**src/rtl/mux_nx1_pipe.sv**
```systemverilog
// N-input, one-output registered select with valid/ready handshake.
// A one-entry output register plus a one-entry skid register give full
// throughput under backpressure; in_ready is a flop so there is no
// combinational path from out_ready back to the upstream stage.
module mux_nx1_pipe #(
  parameter int unsigned WIDTH    = 64,
  parameter int unsigned NUM_IN   = 3,
  parameter int unsigned SEL_W    = 2,
  parameter int unsigned OOR_MODE = 0
) (
  input  logic                    clk,
  input  logic                    rst,
  input  logic [NUM_IN*WIDTH-1:0] in_data,
  input  logic [SEL_W-1:0]        in_sel,
  input  logic                    in_valid,
  output logic                    in_ready,
  output logic [WIDTH-1:0]        out_data,
  output logic                    out_sel_err,
  output logic                    out_valid,
  input  logic                    out_ready
);

  logic             out_valid_q, out_valid_d;
  logic [WIDTH-1:0] out_data_q, out_data_d;
  logic             out_err_q, out_err_d;
  logic             skid_valid_q, skid_valid_d;
  logic [WIDTH-1:0] skid_data_q, skid_data_d;
  logic             skid_err_q, skid_err_d;
  logic [WIDTH-1:0] last_good_q, last_good_d;
  logic             in_ready_q, in_ready_d;

  logic             sel_ok;
  logic [WIDTH-1:0] sel_data;
  logic [WIDTH-1:0] res_data;
  logic             res_err;
  logic             accept;
  logic             give;

  // Decode the select; codes at or above NUM_IN leave sel_ok low.
  always_comb begin
    sel_data = '0;
    sel_ok   = 1'b0;
    for (int unsigned k = 0; k < NUM_IN; k++) begin
      if (in_sel == SEL_W'(k)) begin
        sel_data = in_data[k*WIDTH +: WIDTH];
        sel_ok   = 1'b1;
      end
    end
    res_err  = ~sel_ok;
    if (sel_ok) begin
      res_data = sel_data;
    end else if (OOR_MODE == 1) begin
      res_data = last_good_q;
    end else begin
      res_data = '0;
    end
  end

  assign accept = in_valid & in_ready_q;
  assign give   = out_valid_q & out_ready;

  // Next-state for the output register, skid register and last_good.
  always_comb begin
    out_valid_d  = out_valid_q;
    out_data_d   = out_data_q;
    out_err_d    = out_err_q;
    skid_valid_d = skid_valid_q;
    skid_data_d  = skid_data_q;
    skid_err_d   = skid_err_q;
    last_good_d  = last_good_q;

    if (give) begin
      if (skid_valid_q) begin
        // Drain the skid; in_ready is low so no accept can coincide.
        out_valid_d  = 1'b1;
        out_data_d   = skid_data_q;
        out_err_d    = skid_err_q;
        skid_valid_d = 1'b0;
      end else begin
        out_valid_d = 1'b0;
      end
    end

    if (accept) begin
      if (!out_valid_q || give) begin
        out_valid_d = 1'b1;
        out_data_d  = res_data;
        out_err_d   = res_err;
      end else begin
        skid_valid_d = 1'b1;
        skid_data_d  = res_data;
        skid_err_d   = res_err;
      end
      if (sel_ok) begin
        last_good_d = sel_data;
      end
    end

    in_ready_d = ~skid_valid_d;
  end

  // State registers with synchronous active-high reset.
  always_ff @(posedge clk) begin
    if (rst) begin
      out_valid_q  <= 1'b0;
      out_data_q   <= '0;
      out_err_q    <= 1'b0;
      skid_valid_q <= 1'b0;
      skid_data_q  <= '0;
      skid_err_q   <= 1'b0;
      last_good_q  <= '0;
      in_ready_q   <= 1'b1;
    end else begin
      out_valid_q  <= out_valid_d;
      out_data_q   <= out_data_d;
      out_err_q    <= out_err_d;
      skid_valid_q <= skid_valid_d;
      skid_data_q  <= skid_data_d;
      skid_err_q   <= skid_err_d;
      last_good_q  <= last_good_d;
      in_ready_q   <= in_ready_d;
    end
  end

  assign in_ready    = in_ready_q;
  assign out_data    = out_data_q;
  assign out_sel_err = out_err_q;
  assign out_valid   = out_valid_q;

endmodule
```
**config.mk**
```make
export PLATFORM = sky130hd
export DESIGN_NAME = mux_nx1_pipe
export DESIGN_NICKNAME = d
export VERILOG_FILES = /design/src/rtl/mux_nx1_pipe.sv
export SDC_FILE = /design/constraint.sdc
export NUM_CORES = 1
export LEC_CHECK = 0
export CAP_MARGIN = 20
export CORE_MARGIN = 10
export CORE_UTILIZATION = 23
export CTS_BUF_LIST = sky130_fd_sc_hd__clkbuf_8
export DETAILED_ROUTE_END_ITERATION = 10
export GPL_TIMING_DRIVEN = 0
export PLACE_DENSITY = 0.59
export SLEW_MARGIN = 20
export SYNTH_ARGS = -nofsm -noshare
export SYNTH_HDL_FRONTEND = slang
export SYNTH_SLANG_ARGS = --single-unit
```
**constraint.sdc**
```tcl
create_clock -name clk -period 3.65 [get_ports clk]
set_clock_uncertainty 0.2 [all_clocks]
set_input_delay 0.73 -clock clk [delete_from_list [all_inputs] [get_ports clk]]
set_output_delay 0.73 -clock clk [all_outputs]
set_load 0.01 [all_outputs]
```
=== Word level (Yosys, flattened, before mapping) ===
Index checks and enable logic that the tools add are counted.

* Equal/unequal tests: 2
* Muxes and demuxes: 22
* Bitwise gates (word level): 5
* Reduce and logical (&&, ||, !) cells: 4

{| class="wikitable"
|+ Operators with widths
! operator !! number
|-
| 2-to-1 mux 64 bit || 8
|-
| 2-to-1 mux 1 bit || 14
|-
| inverter 1 bit || 3
|-
| AND 1 bit || 2
|-
| == test 2 x 1 -> 1 bit, second input constant || 1
|-
| == test 2 bit, second input constant || 1
|-
| logical NOT 2 bit || 1
|-
| AND reduction 2 bit || 1
|-
| logical NOT 1 bit || 1
|-
| logical OR 1 bit || 1
|}

* Register bits: 133
* Input port bits: 198
* Output and inout port bits: 67
* Word-level logic and storage cells: 40

=== Logic depth before layout (Yosys ltp) ===
* Depth in word-level cells: 7
* Gate-level depth with buffers: 7
* Mapped depth without buffers: 4

=== Worst setup path after synthesis ===
No wires, ideal clock.

* Kind: input to register
* Start: in in_sel[1]
* End: reg skid_data_q[60]
* Library setup time: 0.130 ns
* Arrival: 1.740 ns
* Required time: 3.320 ns
* Setup slack: 1.581 ns
* Stages on the path: 7
* Path buffers: 3
* Cell sequence: buf_2 > buf_4 > buf_2 > mux2i_1 > nor2_1 > a21oi_1 > o32ai_1

* Word-level cells in the longest chain between the ends: 5
* Elaborated cells on any way between the ends: 10
* Those cells by class: eq/ne (2); mux (7); reduce/logical (1)

{| class="wikitable"
|+ Ends and longest elaborated chain
! item !! RTL line !! text
|-
| start: declaration || 14 || <nowiki>input logic [SEL_W-1:0] in_sel,</nowiki>
|-
| logical NOT 2 bit || 44 || <nowiki>if (in_sel == SEL_W'(k)) begin</nowiki>
|-
| 2-to-1 mux 64 bit / 2-to-1 mux 1 bit (equally long branches) (3 in series) || 44 ||
|-
| 2-to-1 mux 64 bit (*) || 50 || <nowiki>if (sel_ok) begin</nowiki>
|-
| end signal: assignment || 118 || <nowiki>skid_data_q <= skid_data_d;</nowiki>
|-
| end: declaration || 27 || <nowiki>logic [WIDTH-1:0] skid_data_q, skid_data_d;</nowiki>
|}

Mark *: on every way between the ends. The rest lies on a longest branch, timed or not.
A chain may end at the register's enable or synchronous reset.

=== Final worst setup path ===
* Start: in in_valid
* End: reg out_data_q[27] (netlist: out_data[27])

* Word-level cells in the longest chain between the ends: 2

{| class="wikitable"
|+ Ends and longest elaborated chain
! item !! RTL line !! text
|-
| start: declaration || 15 || <nowiki>input logic in_valid,</nowiki>
|-
| AND 1 bit || 59 || <nowiki>assign accept = in_valid & in_ready_q;</nowiki>
|-
| 2-to-1 mux 64 bit || 84 || <nowiki>if (accept) begin</nowiki>
|-
| end signal: assignment || 115 || <nowiki>out_data_q <= out_data_d;</nowiki>
|-
| end: declaration || 24 || <nowiki>logic [WIDTH-1:0] out_data_q, out_data_d;</nowiki>
|}

Every way passes these cells.

==> impl_metrics.toml <==
[final_layout]
num-nets-final = 1264
drive_above_1_share_pct = 8.43
final_cells = 1464
post-route-util_pct = 35.4
nFillCells = 3041
area_delta_synth_final_pct = 52.1

[synth]
synth_cells = 786
ys_warn_count = 0
synthMuxAreaShare_pct = 9.58
yosysMostFrequentCell = "dfxtp_1"
syn_avg_cell_area_um2 = 8.51
yosys.area_share.simple_pct = 10.3
synth_top_area_share_pct = 39.8
ys_top_cells_by_count = "dfxtp_1, nor2_1, o21ai_0"
synth_top_cell_by_area = "dfxtp_1"
ys_types = 29
ys_top_cells_by_area = "dfxtp_1, mux2i_1, o21ai_0, nor2_1, a221o_1"
synth_compound_area_share_pct = 31.6
synth_ff_type = "dfxtp_1"
yosysSeqAreaShare_pct = 39.8
synth_area_um2 = 6690
synth_xor_area_share_pct = 0
yosys.area_share.adder_pct = 0
synth_top_family_by_area = "compound AO/OA/AOI/OAI gates"
synth_seq_cells = 133
synth.net_count = 984
synth-edff-count = 0
ys_async_sr_fraction_pct = 0

[global_routing]
grt_overflow = 0
grtUsageTotal_pct = 15.3
antenna_found_initial = 1
grt_pass1_wl_um = 43100
grt_pass1_vias = 7259
grt_max_degree = 17

[power]
p_per_area_nw_per_um2 = 353
total_power_uw = 3590
leakagePower_uw = 0.00364
p_int_uw = 2520
pwr-share-clk_pct = 34.7
pwr-share-comb_pct = 21.9
pwr-share-seq_pct = 43.5
switchingPower_uw = 1060
switching_share_pct = 29.7
max-vdd-ir-drop_mv = 0.193

[routing]
ant_nets = 0
detail_route.vias_per_cell = 4.79
wl_um = 28800
num_vias = 7010
dr.first_iter.drc_count = 322
drc = 0
dr.pass1.iters = 4
drt-wirelength-per-cell_um = 19.7

[clock_network]
cts_buffers = 17
hold_buffers = 0
cts_tree = "done"
clkSinkCount = 133
cts_max_path_buffers = 2
insertion_delay_ns = 0.44
cts_resized = 0
clock_tree.root_cell = "clkbuf_8"
clk_pin_slew_ns = 0.08
htree_levels = 4
post_cts_buffers = 0

[critical_path]
crit_path_max_incr_delay_ns = 0.55
rr_startpoint = "in_ready"
end_kind = "flop"
critPathMaxFanout = 10
worst_r2r_path_depth = 5
slowest_stage = "clkbuf_1"
ff2ff_setup_slack_ns = 1.43
crit_arrival_ns = 2.76
critical_path_class = "in2reg"
crit_path_cell_trace = "clkdlybuf4s50_1, nand2_1, nand4_1, clkbuf_1, a221o_1, o21ai_0"
required_ns = 3.77
r2r-end = "out_data[27]"
crit_path_start_kind = "input port"

[floorplanning]
num_rows = 62
core-area_um2 = 28700
start_util_pct = 23.3
die_h_um = 190
pin_count = 265
dieArea_um2 = 36300
die_width_um = 190

[placed_design]
gp_congestion = 0.765
io_buffers = 261
dp.cells = 1431
dp_hpwl_um = 22000

[job]
cap_violations = 0

[timing]
worst_hold_slack_ns = 0.272
finalHoldViolCount = 0
fmax_mhz = 378
slew_headroom_pct = 49.0
drv_slew = 0
tns_ns = 0
worstMarginPinSlew_ns = 0.766
period_minus_slack_ns = 2.64
fin_crit_sh_pct = 72.4
final-setup-viol-count = 0
rsz0062_at_grt = "false"

[min_path]
worstHoldStart = "skid_err_q"
hold_class = "reg2reg"
hold-path-endpoint = "skid_err_q"
hold_depth = 2

[status]
status = "completed"
[final cells by class]
cell class	instances	area, um2	share of cell area [%]
clock buffers	19	262	2.57
diodes	1	2.50	0.0246
well taps	384	480	4.73
clock inverters	13	124	1.22
repair buffers	261	2610	25.7
inverters	34	128	1.26
multi-input cells	535	3440	33.8
flip-flops and latches	133	2660	26.2
plain buffers	84	458	4.50
[power by group through the flow]
stage | registers [uW] | clock network [uW] | logic [uW]
floorplan | 1610 | 0 | 315
global placement | 1590 | 0 | 787
detailed placement | 1590 | 0 | 791
CTS | 1560 | 1270 | 795
global route | 1570 | 1330 | 849
finish | 1560 | 1240 | 783
[per-stage QoR]
stage	setup slack (ns)	instance area, um2
finish	1.01	10200
global route	0.951	10200
CTS	1.05	10200
detailed placement	0.580	9780
global placement	0.559	9780
floorplan	1.58	6690
[routing by layer]
metal  global-route usage [%]  part of all wire (%)  vias to the layer above
met1                     19.3                    46                     3332
li1                         -                     -                     3451
met2                     25.4                    47                      210
met4                     4.24                   1.4                        0
met3                     3.93                   5.6                       17
met5                        0                     0                        -
[layout by cell type (no fill, tap or decap), drive strengths merged, types with 13 or more instances in the layout]
cell / count
a211o: 20
a211oi: 44
a221o: 32
a311oi: 14
nor3: 13
nand2: 31
o21ai: 104
a21oi: 55
o32ai: 32
inv: 38
nor2: 114
dfxtp: 133
mux2i: 64
clkbuf: 65
buf: 38
clkdlybuf4s50: 261
[state kept, by name, summed over array words and instances, names as in the netlist]
register,cells
in_ready,1
skid_valid_q,1
skid_err_q,1
out_sel_err,1
out_data,64
out_valid,1
skid_data_q,64
[worst max-delay path, delay by kind of cell]
kind	cells	cell delay, ns
compound gates	2	0.34
simple gates	2	0.63
buf+inv	2	1.07
[kinds of logic (layout without fill, tap and decap cells)]
group,count (synthesis),count (layout)
AOI/OAI and AO/OA,302,302
buffers and inverters,118,411
DFF,133,133
muxes,64,64
other,0,1
and+or+nand+nor,169,169
[worst max path at each step]
stage | to | cells after the start | startpoint | slack, ns
floorplan | skid_data_q[60] | 7 | in_sel[1] | 1.58
global placement | out_data[27] | 6 | in_valid | 0.56
detailed placement | out_data[27] | 6 | in_valid | 0.58
CTS | out_data[27] | 6 | in_valid | 1.05
global route | out_data[27] | 6 | in_valid | 0.95
finish | out_data[27] | 6 | in_valid | 1.01
(Power assumes the default switching activity.)
